[src/rtl/pipeline_pkg.sv]
// Shared definitions for the keying-stage configuration controller:
// register addresses, blend mode encodings, parser states and reset defaults.
package pipeline_pkg;

   localparam logic [7:0] REG_CTRL    = 8'h00;
   localparam logic [7:0] REG_THRESH  = 8'h01;
   localparam logic [7:0] REG_OPACITY = 8'h02;
   localparam logic [7:0] REG_COMMIT  = 8'h0F;

   localparam logic [1:0] MODE_KEY   = 2'b00;
   localparam logic [1:0] MODE_BG    = 2'b01;
   localparam logic [1:0] MODE_FG    = 2'b10;
   localparam logic [1:0] MODE_BLEND = 2'b11;

   localparam logic [5:0] DEF_THRESH  = 6'b010000;
   localparam logic [3:0] DEF_OPACITY = 4'hF;
   localparam logic [1:0] DEF_MODE    = MODE_KEY;

   typedef enum logic [1:0] {
      ST_IDLE,
      ST_GOT_ADDR,
      ST_GOT_HI,
      ST_APPLY
   } parser_state_t;

   // One full set of keying controls, used for both shadow and live copies.
   typedef struct packed {
      logic       en;
      logic [5:0] thresh;
      logic [1:0] mode;
      logic [3:0] opacity;
   } key_regs_t;

endpackage

[src/rtl/key_cmd_parser.sv]
// Byte-stream command parser: collects ADDR, DATA_HI, DATA_LO and then
// presents a one-cycle write strobe with the assembled address and data.
//
// Handshake: a byte is transferred on every rising edge where cmd_valid and
// cmd_ready are both high. cmd_ready is low while cs_active is low and during
// the single APPLY cycle; it never depends on cmd_valid.
module key_cmd_parser
   import pipeline_pkg::*;
(
   input  logic          clk,
   input  logic          rst_n,
   input  logic          cs_active,
   input  logic [7:0]    cmd_data,
   input  logic          cmd_valid,
   output logic          cmd_ready,
   output logic          wr_en,
   output logic [7:0]    wr_addr,
   output logic [15:0]   wr_data,
   output parser_state_t state
);

   parser_state_t state_q;
   parser_state_t state_d;
   logic [7:0]    addr_q;
   logic [7:0]    hi_q;
   logic [7:0]    lo_q;
   logic          accept;

   assign accept = cmd_valid && cmd_ready;

   // State register.
   always_ff @(posedge clk) begin
      if (!rst_n) state_q <= ST_IDLE;
      else        state_q <= state_d;
   end

   // Next state: advance one step per accepted byte; chip-select loss aborts.
   always_comb begin
      state_d = state_q;
      if (!cs_active) begin
         state_d = ST_IDLE;
      end else begin
         case (state_q)
            ST_IDLE:     if (accept) state_d = ST_GOT_ADDR;
            ST_GOT_ADDR: if (accept) state_d = ST_GOT_HI;
            ST_GOT_HI:   if (accept) state_d = ST_APPLY;
            ST_APPLY:    state_d = ST_IDLE;
            default:     state_d = ST_IDLE;
         endcase
      end
   end

   // Outputs: ready except in APPLY or without chip select; strobe in APPLY.
   always_comb begin
      cmd_ready = cs_active && (state_q != ST_APPLY);
      wr_en     = (state_q == ST_APPLY);
   end

   // Byte capture into the field selected by the current state.
   always_ff @(posedge clk) begin
      if (!rst_n) begin
         addr_q <= 8'h00;
         hi_q   <= 8'h00;
         lo_q   <= 8'h00;
      end else if (accept) begin
         case (state_q)
            ST_IDLE:     addr_q <= cmd_data;
            ST_GOT_ADDR: hi_q   <= cmd_data;
            ST_GOT_HI:   lo_q   <= cmd_data;
            default:     ;
         endcase
      end
   end

   assign wr_addr = addr_q;
   assign wr_data = {hi_q, lo_q};
   assign state   = state_q;

endmodule

[src/rtl/pipeline_key_config.sv]
// Keying-stage configuration controller: decoded writes land in shadow
// registers, and a requested commit copies them to the live controls only
// on a frame_start, so keyer settings never change mid-frame.
module pipeline_key_config
   import pipeline_pkg::*;
#(
   parameter logic [5:0] DEFAULT_THRESH  = DEF_THRESH,
   parameter logic [3:0] DEFAULT_OPACITY = DEF_OPACITY,
   parameter logic [1:0] DEFAULT_MODE    = DEF_MODE
) (
   input  logic       clk,
   input  logic       rst_n,
   input  logic       cs_active,
   input  logic [7:0] cmd_data,
   input  logic       cmd_valid,
   output logic       cmd_ready,
   input  logic       frame_start,
   output logic       key_enable,
   output logic [5:0] key_threshold,
   output logic [1:0] blend_mode,
   output logic [3:0] fg_opacity,
   output logic       commit_pending,
   output logic       commit_done,
   output logic       err_bad_addr
);

   localparam key_regs_t RESET_REGS = '{
      en:      1'b0,
      thresh:  DEFAULT_THRESH,
      mode:    DEFAULT_MODE,
      opacity: DEFAULT_OPACITY
   };

   logic          wr_en;
   logic [7:0]    wr_addr;
   logic [15:0]   wr_data;
   parser_state_t parser_state_unused;
   logic          unused_data_bits;

   key_regs_t shadow;
   key_regs_t live;
   logic      commit_load;
   logic      commit_set;
   logic      load_d;

   key_cmd_parser u_parser (
      .clk       (clk),
      .rst_n     (rst_n),
      .cs_active (cs_active),
      .cmd_data  (cmd_data),
      .cmd_valid (cmd_valid),
      .cmd_ready (cmd_ready),
      .wr_en     (wr_en),
      .wr_addr   (wr_addr),
      .wr_data   (wr_data),
      .state     (parser_state_unused)
   );

   // Data bits with no register behind them are deliberately ignored.
   assign unused_data_bits = ^wr_data[14:6];

   // A commit uses the pending flag as it stood before this cycle's APPLY.
   assign commit_load = frame_start && commit_pending;
   assign commit_set  = wr_en && (wr_addr == REG_COMMIT);

   // Shadow registers and the sticky bad-address flag, written in APPLY.
   always_ff @(posedge clk) begin
      if (!rst_n) begin
         shadow       <= RESET_REGS;
         err_bad_addr <= 1'b0;
      end else if (wr_en) begin
         case (wr_addr)
            REG_CTRL: begin
               shadow.en   <= wr_data[0];
               shadow.mode <= wr_data[2:1];
               if (wr_data[15]) err_bad_addr <= 1'b0;
            end
            REG_THRESH:  shadow.thresh  <= wr_data[5:0];
            REG_OPACITY: shadow.opacity <= wr_data[3:0];
            REG_COMMIT:  ;
            default:     err_bad_addr   <= 1'b1;
         endcase
      end
   end

   // Pending flag: a new COMMIT wins over a clear, so it is never lost.
   always_ff @(posedge clk) begin
      if (!rst_n)           commit_pending <= 1'b0;
      else if (commit_set)  commit_pending <= 1'b1;
      else if (commit_load) commit_pending <= 1'b0;
   end

   // Live registers copy the pre-write shadow on a committing frame_start.
   always_ff @(posedge clk) begin
      if (!rst_n)           live <= RESET_REGS;
      else if (commit_load) live <= shadow;
   end

   // commit_done trails the live load by one cycle.
   always_ff @(posedge clk) begin
      if (!rst_n) begin
         load_d      <= 1'b0;
         commit_done <= 1'b0;
      end else begin
         load_d      <= commit_load;
         commit_done <= load_d;
      end
   end

   assign key_enable    = live.en;
   assign key_threshold = live.thresh;
   assign blend_mode    = live.mode;
   assign fg_opacity    = live.opacity;

endmodule

[config.mk]
export PLATFORM = sky130hd
export DESIGN_NAME = pipeline_key_config
export DESIGN_NICKNAME = d
export VERILOG_FILES = /design/src/rtl/pipeline_pkg.sv /design/src/rtl/key_cmd_parser.sv /design/src/rtl/pipeline_key_config.sv
export SDC_FILE = /design/constraint.sdc
export NUM_CORES = 1
export LEC_CHECK = 0
export ABC_AREA = 1
export BUFFER_PORTS_ARGS = -buffer_cell sky130_fd_sc_hd__clkbuf_2
export CAP_MARGIN = 20
export CORE_AREA = 2 2 68 57
export CTS_CLUSTER_DIAMETER = 150
export DETAILED_ROUTE_END_ITERATION = 16
export DIE_AREA = 0 0 70 59
export PLACE_DENSITY = 0.85
export RECOVER_POWER = 25
export SYNTH_ARGS = -nofsm -noshare
export SYNTH_HDL_FRONTEND = slang
export SYNTH_SLANG_ARGS = --single-unit
[constraint.sdc]
create_clock -name clk -period 4.86 [get_ports clk]
set_clock_uncertainty 0.2 [all_clocks]
set_input_delay 0.729 -clock clk [delete_from_list [all_inputs] [get_ports clk]]
set_output_delay 0.729 -clock clk [all_outputs]
set_load 0.005 [all_outputs]
==> results of run 1 <==
[through the flow]
step / hold slack (ns) / power [µW] / utilization
after floorplan: 0.190 / 449 / -
after global routing: 0.238 / 716 / 0.639
final: 0.218 / 687 / 0.639
after detailed placement: 0.204 / 462 / 0.615
after global placement: 0.196 / 460 / 0.615
after CTS: 0.222 / 690 / 0.641
[registers in the layout (all words and copies together), names as in the netlist]
| name | cells |
|---|---|
| err_bad_addr | 1 |
| u_parser.state | 2 |
| blend_mode | 2 |
| key_threshold | 6 |
| u_parser.hi_q | 1 |
| key_enable | 1 |
| u_parser.wr_addr | 8 |
| u_parser.lo_q | 6 |
| commit_done | 1 |
| shadow | 13 |
| commit_pending | 1 |
| fg_opacity | 4 |
| load_d | 1 |
[critical path: cells and delay by family]
| family | cells | cell delay [ns] |
|---|---|---|
| AO/OA/AOI/OAI | 1 | 0.30 |
| buffers and inverters | 1 | 1.20 |
| AND/OR/NAND/NOR | 1 | 0.29 |
[cells in the mapped netlist (all sizes together)]
master | number | share of area
buf | 5 | 0.027
clkbuf | 5 | 0.012
a31oi | 1 | 0.011
nor2 | 27 | 0.069
inv | 29 | 0.057
dfxtp | 47 | 0.48
ha | 4 | 0.026
a211oi | 1 | 0.0038
o21ai | 33 | 0.092
o211ai | 4 | 0.015
nand3 | 11 | 0.028
or2 | 1 | 0.0032
a21oi | 27 | 0.077
nand2 | 44 | 0.097
[cells by family (layout without fill, tap and decap cells)]
group,Yosys count,count (layout)
simple gates,83,83
flops,47,47
compound gates,66,66
fa+ha+maj,4,4
buf+inv,39,65
[cell type report]
type | instances | area [µm²] | share of cell area
clock buffers | 6 | 82.6 | 0.0383
well taps | 42 | 52.6 | 0.0243
inverters | 29 | 111 | 0.0516
multi-input cells | 153 | 826 | 0.383
repair buffers | 29 | 140 | 0.0649
flip-flops and latches | 47 | 941 | 0.436
clock inverters | 1 | 5.00 | 0.00232
[routing by layer]
layer / global-route usage / wire length [µm]
met5: 0 / 0
met4: 0.0907 / 65
met3: 0.0442 / 172
met2: 0.303 / 1600
met1: 0.249 / 1780
[path summary, 6_finish.rpt]
check / start / endpoint / slack, ns / depth (start not counted)
worst max-delay path: rst_n / u_parser.state[1] / 2.35 / 3
worst min-delay path: load_d / commit_done / 0.22 / 2
worst max register to register: u_parser.state[0] / u_parser.lo_q[1] / 3.11 / 7
worst min register to register: load_d / commit_done / 0.22 / 2
[power by group]
part | internal (µW) | leakage [µW] | total [µW] | switching, µW
logic | 19.6 | 0.000517 | 58.4 | 38.9
clock network | 112 | 0.0000470 | 232 | 121
registers | 392 | 0.000381 | 396 | 4.56
==> impl_metrics.toml, run 1 <==
[sta]
max_slew_margin = -0.132
rsz0062_at_grt = "false"
finalHoldViolCount = 0
setup_violations = 0
slew_violations = 45
fin_setup_tns_ns = 0
post-route-min-period_ns = 2.51
fmax_ghz = 0.399
worstMarginPinSlew_ns = 1.70
setup_ws_ns = 2.35
fin_crit_sh = 0.516

[clock_tree]
cts_root_buf = "clkbuf_8"
clk_pin_slew_ns = 0.07
cts_sinks = 47
cts_setup_buffers = 0
cts.path.max_buffers = 2
cts_tree = "done"
hold_buffers = 0
cts_max_level = 2
insertion_delay_ns = 0.30
cts_resized = 0
cts_buffers = 5

[global_route]
overflow = 0
grt_pass1_wl_um = 6040
grt_max_degree = 45
antenna_found_initial = 0
grt_pass1_vias = 1360
grt_usage = 0.191

[setup_path]
cp-end-kind = "flip-flop"
cp_max_fo = 44
crit_type = "in2reg"
cpMaxStageDelayCell = "clkbuf_1"
cp.arrival_ns = 2.52
start_kind = "input port"
path_cells = "clkbuf_1, nand2_1, a211oi_1"
slowest_delay_ns = 1.20
cp.required_ns = 4.87

[logic_synthesis]
postSynthNetCount = 256
synth_cells = 239
synthSimpleGateAreaFrac = 0.198
muxShareOfSynthArea = 0
netlist_area_um2 = 1950
synth_xor_area_frac = 0
synthAdderAreaFrac = 0.0256
synth_compound_area_frac = 0.199
synth_area_per_cell_um2 = 8.18
synth_top_family_by_area = "compound AO/OA/AOI/OAI gates"
ys_seq_area_frac = 0.481
yosysWarnings = 0
synth_seq_cells = 47
ys_types = 28

[die]
dieHeight_um = 59
ioPinCount = 30
std_cell_rows = 19
die_x_um = 70
dieArea_um2 = 4130
coreArea_um2 = 3380
start_util = 0.579

[placed_design]
gp_congestion = 0.785
port_buffers = 29
place_ws_ns = 2.76
dpl-instance-area_um2 = 2080
dp_cells = 300
hpwlAfterDp_um = 2570

[worst_hold_path]
hold_path_class = "reg2reg"

[layout]
layout_common_cells = "dfxtp_1, nand2_1, clkbuf_2"
n_fill_cell = 303
area_growth_pct = 10.4
antenna_cells = 0
layout.cells.non_filler = 307
drive_gt1_frac = 0.211
final_cell_area_um2 = 2160
final_common_cell = "dfxtp_1"
nets = 282

[power_and_ir_drop]
p_leak_uw = 0.000945
power_density_nw_per_um2 = 318
peakVddDrop_mv = 0.161

[route]
wl_per_cell_um = 11.8
firstDrtPassIters = 5
post_drt_via_cell_ratio = 4.93
drc_errors = 0
wl_um = 3620
vias = 1512
drt-initial-drc-count = 59
ant_nets = 0

[status]
violations = "capacitance limit, slew limit"
outcome = "complete, but fails checks"

[job]
max_cap_viol_count = 1
Power figures use the tool's default switching activity.
==> run 2: changes to the inputs <==
ABC_AREA = 0   (was 1)
CORE_AREA = 2 2 73 61   (was 2 2 68 57)
DIE_AREA = 0 0 75 63   (was 0 0 70 59)
PLACE_DENSITY = 0.78   (was 0.85)
clock period = 2.1 ns   (was 4.86 ns; I/O delays follow)
==> run 2 against run 1 <==
Net effect: critical endpoint is now cmd_ready; the flow now finishes without violations; cell count fell by 3.9%; non-clock buffer count rose by 5; worst hold slack got worse by 0.17 ns.
==> impl_metrics.toml, run 2 <==
[clock_tree]
cts_buffers = 5
cts_root_buf = "clkbuf_8"
cts_tree = "done"
cts_setup_buffers = 0
cts.path.max_buffers = 2
clk_pin_slew_ns = 0.08
cts_resized = 0
hold_buffers = 0
cts_max_level = 2
cts_sinks = 47
insertion_delay_ns = 0.29

[sta]
fmax_ghz = 0.554
rsz0062_at_grt = "false"
finalHoldViolCount = 0
fin_setup_tns_ns = 0
max_slew_margin = 0.138
slew_violations = 0
post-route-min-period_ns = 1.81
setup_violations = 0
fin_crit_sh = 0.860
worstMarginPinSlew_ns = 1.29

[layout]
antenna_cells = 0
area_growth_pct = 15.1
layout_common_cells = "nand2_1, dfxtp_1, clkbuf_2"
drive_gt1_frac = 0.147
nets = 255
largest_reg_flops = 13
final-seq-area_um2 = 941
final_common_cell = "nand2_1"
regMostFlops = "shadow"
multi_input_area_um2 = 923
n_fill_cell = 379
post-route-util = 0.556

[status]
outcome = "complete, no violations"

[logic_synthesis]
synth.top_cell.area_share = 0.484
ys_types = 31
yosysMostFrequentCell = "nand2_1"
yosys-top-cells-area = "dfxtp_1, nand2_1, mux2i_1"
synthTopCellsByCount = "nand2_1, dfxtp_1, a21boi_0, mux2i_1"
postSynthNetCount = 226
synth_top_area_cell = "dfxtp_1"
synthArstFlopShare = 0
synth_area_per_cell_um2 = 9.30
ys_seq_area_frac = 0.484
yosysWarnings = 0
synth-edff-count = 0
synth_cells = 209
synthFlopType = "dfxtp_1"
netlist_area_um2 = 1940
synth_seq_cells = 47

[die]
start_util = 0.483
std_cell_rows = 21
ioPinCount = 30
coreArea_um2 = 4020
dieHeight_um = 63
dieArea_um2 = 4730
die_x_um = 75

[route]
vias = 1467
firstDrtPassIters = 4
drc_errors = 0
wl_per_cell_um = 12.2
post_drt_via_cell_ratio = 4.97
wl_um = 3590
ant_nets = 0
drt-initial-drc-count = 79

[setup_path]
crit_type = "reg2out"
cp.required_ns = 1.58
cp-end-kind = "output port"
cp.arrival_ns = 1.29
start_kind = "flip-flop"
cp_max_fo = 12

[global_route]
grt_max_degree = 35
grt_pass1_vias = 1384
grt_usage = 0.171
grt_pass1_wl_um = 6120
antenna_found_initial = 0
overflow = 0

[power_and_ir_drop]
p_seq_frac = 0.560
p_leak_uw = 0.000926
intPower_uw = 1290
p_switching_uw = 335
clkPwrFrac = 0.385
power_density_nw_per_um2 = 726
power_switching_share = 0.207
power_uw = 1620
peakVddDrop_mv = 0.429
pwr-share-comb = 0.054

[placed_design]
gp_congestion = 0.739
port_buffers = 29
hpwlAfterDp_um = 2680

[job]
max_cap_viol_count = 0

[worst_hold_path]
hold_path_class = "in2reg"
[run 2: cell types whose count changed after synthesis, sizes merged, moves of 6 or more]
cell	change
nand2	+12
inv	-22
nor2	-27
a21oi	-26
nand3	-9
clkbuf	+6
a21boi	+16
nor2b	+11
o21ai	-33
mux2i	+16
[run 2: logic make-up (layout without fill, tap and decap cells)]
kind of cell | Yosys count | count (layout) | share of synthesized area
multiplexers | 16 | 16 | 0.0824
flip-flops | 47 | 47 | 0.484
AND/OR/NAND/NOR | 91 | 91 | 0.243
adder cells (fa/ha/maj) | 4 | 4 | 0.0258
buffers and inverters | 19 | 48 | 0.0406
AO/OA/AOI/OAI | 32 | 32 | 0.124
[run 2: metrics by stage]
stage	std cells	cell area [µm²]	setup WS, ns	hold slack [ns]
3_5_place_dp	288	2140	0.418	0.224
2_1_floorplan	209	1940	0.510	0.212
6_report	295	2240	0.294	0.0504
3_3_place_gp	288	2140	0.459	0.221
4_1_cts	295	2250	0.284	0.0451
5_1_grt	295	2240	0.199	0.0655
[run 2: worst paths after layout]
check	startpoint	endpoint	slack (ns)	cells after the start
worst max-delay path	u_parser.state[0]	cmd_ready	0.29	4
worst min-delay path	cmd_data[6]	u_parser.wr_addr[6]	0.05	3
worst max register to register	u_parser.state[0]	u_parser.lo_q[2]	0.33	4
worst min register to register	load_d	commit_done	0.24	1
[run 2: power by group through the flow]
| stage | clock network [µW] | logic (µW) | registers [µW] |
|---|---|---|---|
| 6_report | 625 | 88.4 | 909 |
| 5_1_grt | 684 | 97.7 | 911 |
| 4_1_cts | 639 | 88.5 | 909 |
| 3_5_place_dp | 0 | 88.2 | 930 |
| 3_3_place_gp | 0 | 87.2 | 930 |
| 2_1_floorplan | 0 | 55.9 | 928 |
[run 2: cell type report]
class                           instances  share of cell area
Clock buffer                            6              0.0325
Clock inverter                          1              0.0134
Inverter                                7              0.0118
Multi-Input combinational cell        143               0.413
Sequential cell                        47               0.421
Tap cell                               57              0.0319
Timing Repair Buffer                   34              0.0767
[run 2: worst max-delay path, cell delays in order (launching register included)]
cell and delay (ns):
dfxtp_1 0.34, ha_1 0.25, buf_4 0.19, nor2b_1 0.11, clkbuf_2 0.11
[run 2: layer usage]
| metal | track usage | wire length [µm] | part of all wire |
|---|---|---|---|
| met2 | 0.249 | 1490 | 0.42 |
| met3 | 0.0435 | 117 | 0.033 |
| met5 | 0 | 0 | 0 |
| met4 | 0.0737 | 76 | 0.021 |
| met1 | 0.236 | 1900 | 0.53 |
==> run 3: changes to the inputs <==
BUFFER_PORTS_ARGS = -buffer_cell sky130_fd_sc_hd__buf_4   (was -buffer_cell sky130_fd_sc_hd__clkbuf_2)
==> run 3 against run 2 <==
Net effect: first-iteration DRC count is 16% lower; register-to-register slack better by 0.03 ns; flip-flop and latch count stayed put; sequential power hardly changed; worst setup slack better by 0.071 ns; fmax is 4.1% higher; critical path type is now reg2reg.
==> impl_metrics.toml, run 3 (same netlist as run 2, synthesis figures left out) <==
[status]
outcome = "complete, no violations"

[sta]
setup_violations = 0
post-route-min-period_ns = 1.74
fin_setup_tns_ns = 0
rsz0062_at_grt = "false"
fin_crit_sh = 0.826
finalHoldViolCount = 0
slew_violations = 0
max_slew_margin = 0.415
worstMarginPinSlew_ns = 0.878
fmax_ghz = 0.576

[global_route]
antenna_found_initial = 0
grt_max_degree = 54
grt_pass1_vias = 1336
grt_pass1_wl_um = 6150
overflow = 0
grt_usage = 0.171

[route]
ant_nets = 0
wl_per_cell_um = 12.3
vias = 1470
drc_errors = 0
post_drt_via_cell_ratio = 5.00
firstDrtPassIters = 4
drt-initial-drc-count = 66
wl_um = 3620

[layout]
area_growth_pct = 18.0
drive_gt1_frac = 0.173
largest_reg_flops = 13
final_cell_area_um2 = 2290
antenna_cells = 0
final_common_cell = "nand2_1"
regMostFlops = "shadow"
nets = 253
n_fill_cell = 366
layout_common_cells = "nand2_1, dfxtp_1, buf_4"
final-seq-area_um2 = 941
multi_input_area_um2 = 923

[setup_path]
crit_type = "reg2reg"
start_kind = "flip-flop"
cp.required_ns = 2.09
worstReg2RegStart = "u_parser.state[0]"
path_cells = "ha_1, nand4b_1, mux2i_1, nor2b_1"
cpMaxStageDelayCell = "nand4b_1"
worstRegToRegCells = 4
slowest_delay_ns = 0.46
cp_max_fo = 9
r2r_slack_ns = 0.36
cp-end-kind = "flip-flop"
cp.arrival_ns = 1.72
r2r-end = "u_parser.lo_q[0]"

[clock_tree]
cts.path.max_buffers = 2
cts_root_buf = "clkbuf_8"
cts_max_level = 2
cts_buffers = 5
clk_pin_slew_ns = 0.08
hold_buffers = 0
insertion_delay_ns = 0.30
cts_sinks = 47
cts_tree = "done"
cts_resized = 0
cts_setup_buffers = 0

[die]
std_cell_rows = 21
dieArea_um2 = 4730
die_x_um = 75
ioPinCount = 30
start_util = 0.483
dieHeight_um = 63
coreArea_um2 = 4020

[worst_hold_path]
worstHoldStart = "frame_start"
whs_path_depth = 2
min_to = "load_d"
hold_path_class = "in2reg"

[placed_design]
hpwlAfterDp_um = 2520
port_buffers = 29
gp_congestion = 0.729
dpl-instance-area_um2 = 2200

[job]
max_cap_viol_count = 0

[power_and_ir_drop]
p_leak_uw = 0.000949
power_density_nw_per_um2 = 692
peakVddDrop_mv = 0.385
[run 3: final cells by class]
type / instances / share of cell area
Clock buffer: 8 / 0.0437
Inverter: 7 / 0.0115
Multi-Input combinational cell: 143 / 0.403
Sequential cell: 47 / 0.410
Tap cell: 57 / 0.0311
Timing Repair Buffer: 32 / 0.100
[run 3: how the worst max path moves through the flow]
| stage | endpoint | startpoint | slack [ns] | cells past startpoint |
|---|---|---|---|---|
| after global placement | u_parser.lo_q[5] | u_parser.state[0] | 0.42 | 4 |
| after detailed placement | u_parser.lo_q[0] | u_parser.state[0] | 0.40 | 4 |
| after CTS | u_parser.lo_q[0] | u_parser.state[0] | 0.37 | 4 |
| after floorplan | u_parser.state[1] | u_parser.state[0] | 0.51 | 5 |
| final | u_parser.lo_q[0] | u_parser.state[0] | 0.36 | 4 |
| after global routing | u_parser.lo_q[2] | u_parser.state[0] | 0.28 | 4 |
[run 3: worst max-delay path, delay by kind of cell (launching register included)]
family	cells	cell delay [ns]
adder cells (fa/ha/maj)	1	0.29
multiplexers	1	0.26
flip-flops	1	0.34
AND/OR/NAND/NOR	2	0.53
[run 3: layer usage]
layer / part of all wire / vias to the layer above / global-route usage
met3: 0.045 / 7 / 0.0403
met5: 0 / - / 0
met1: 0.52 / 659 / 0.241
met2: 0.42 / 35 / 0.240
li1: - / 769 / -
met4: 0.022 / 0 / 0.0871
[run 3: power breakdown]
group          leakage (µW)  switching, µW  total [µW]  internal (µW)
Clock             0.0000515            284         584            300
Sequential         0.000380           10.9         910            899
Combinational      0.000518           48.8        93.5           44.7
Total              0.000949            344        1590           1240
[run 3: through the flow]
step           utilization  std cells  setup slack [ns]  hold WS [ns]  power [µW]
3_3_place_gp         0.548        286             0.416         0.220        1020
5_1_grt              0.570        294             0.276        0.0839        1650
2_1_floorplan            -        209             0.510         0.212         984
3_5_place_dp         0.548        286             0.397         0.221        1020
4_1_cts              0.573        294             0.370        0.0664        1610
6_report             0.570        294             0.365        0.0742        1590
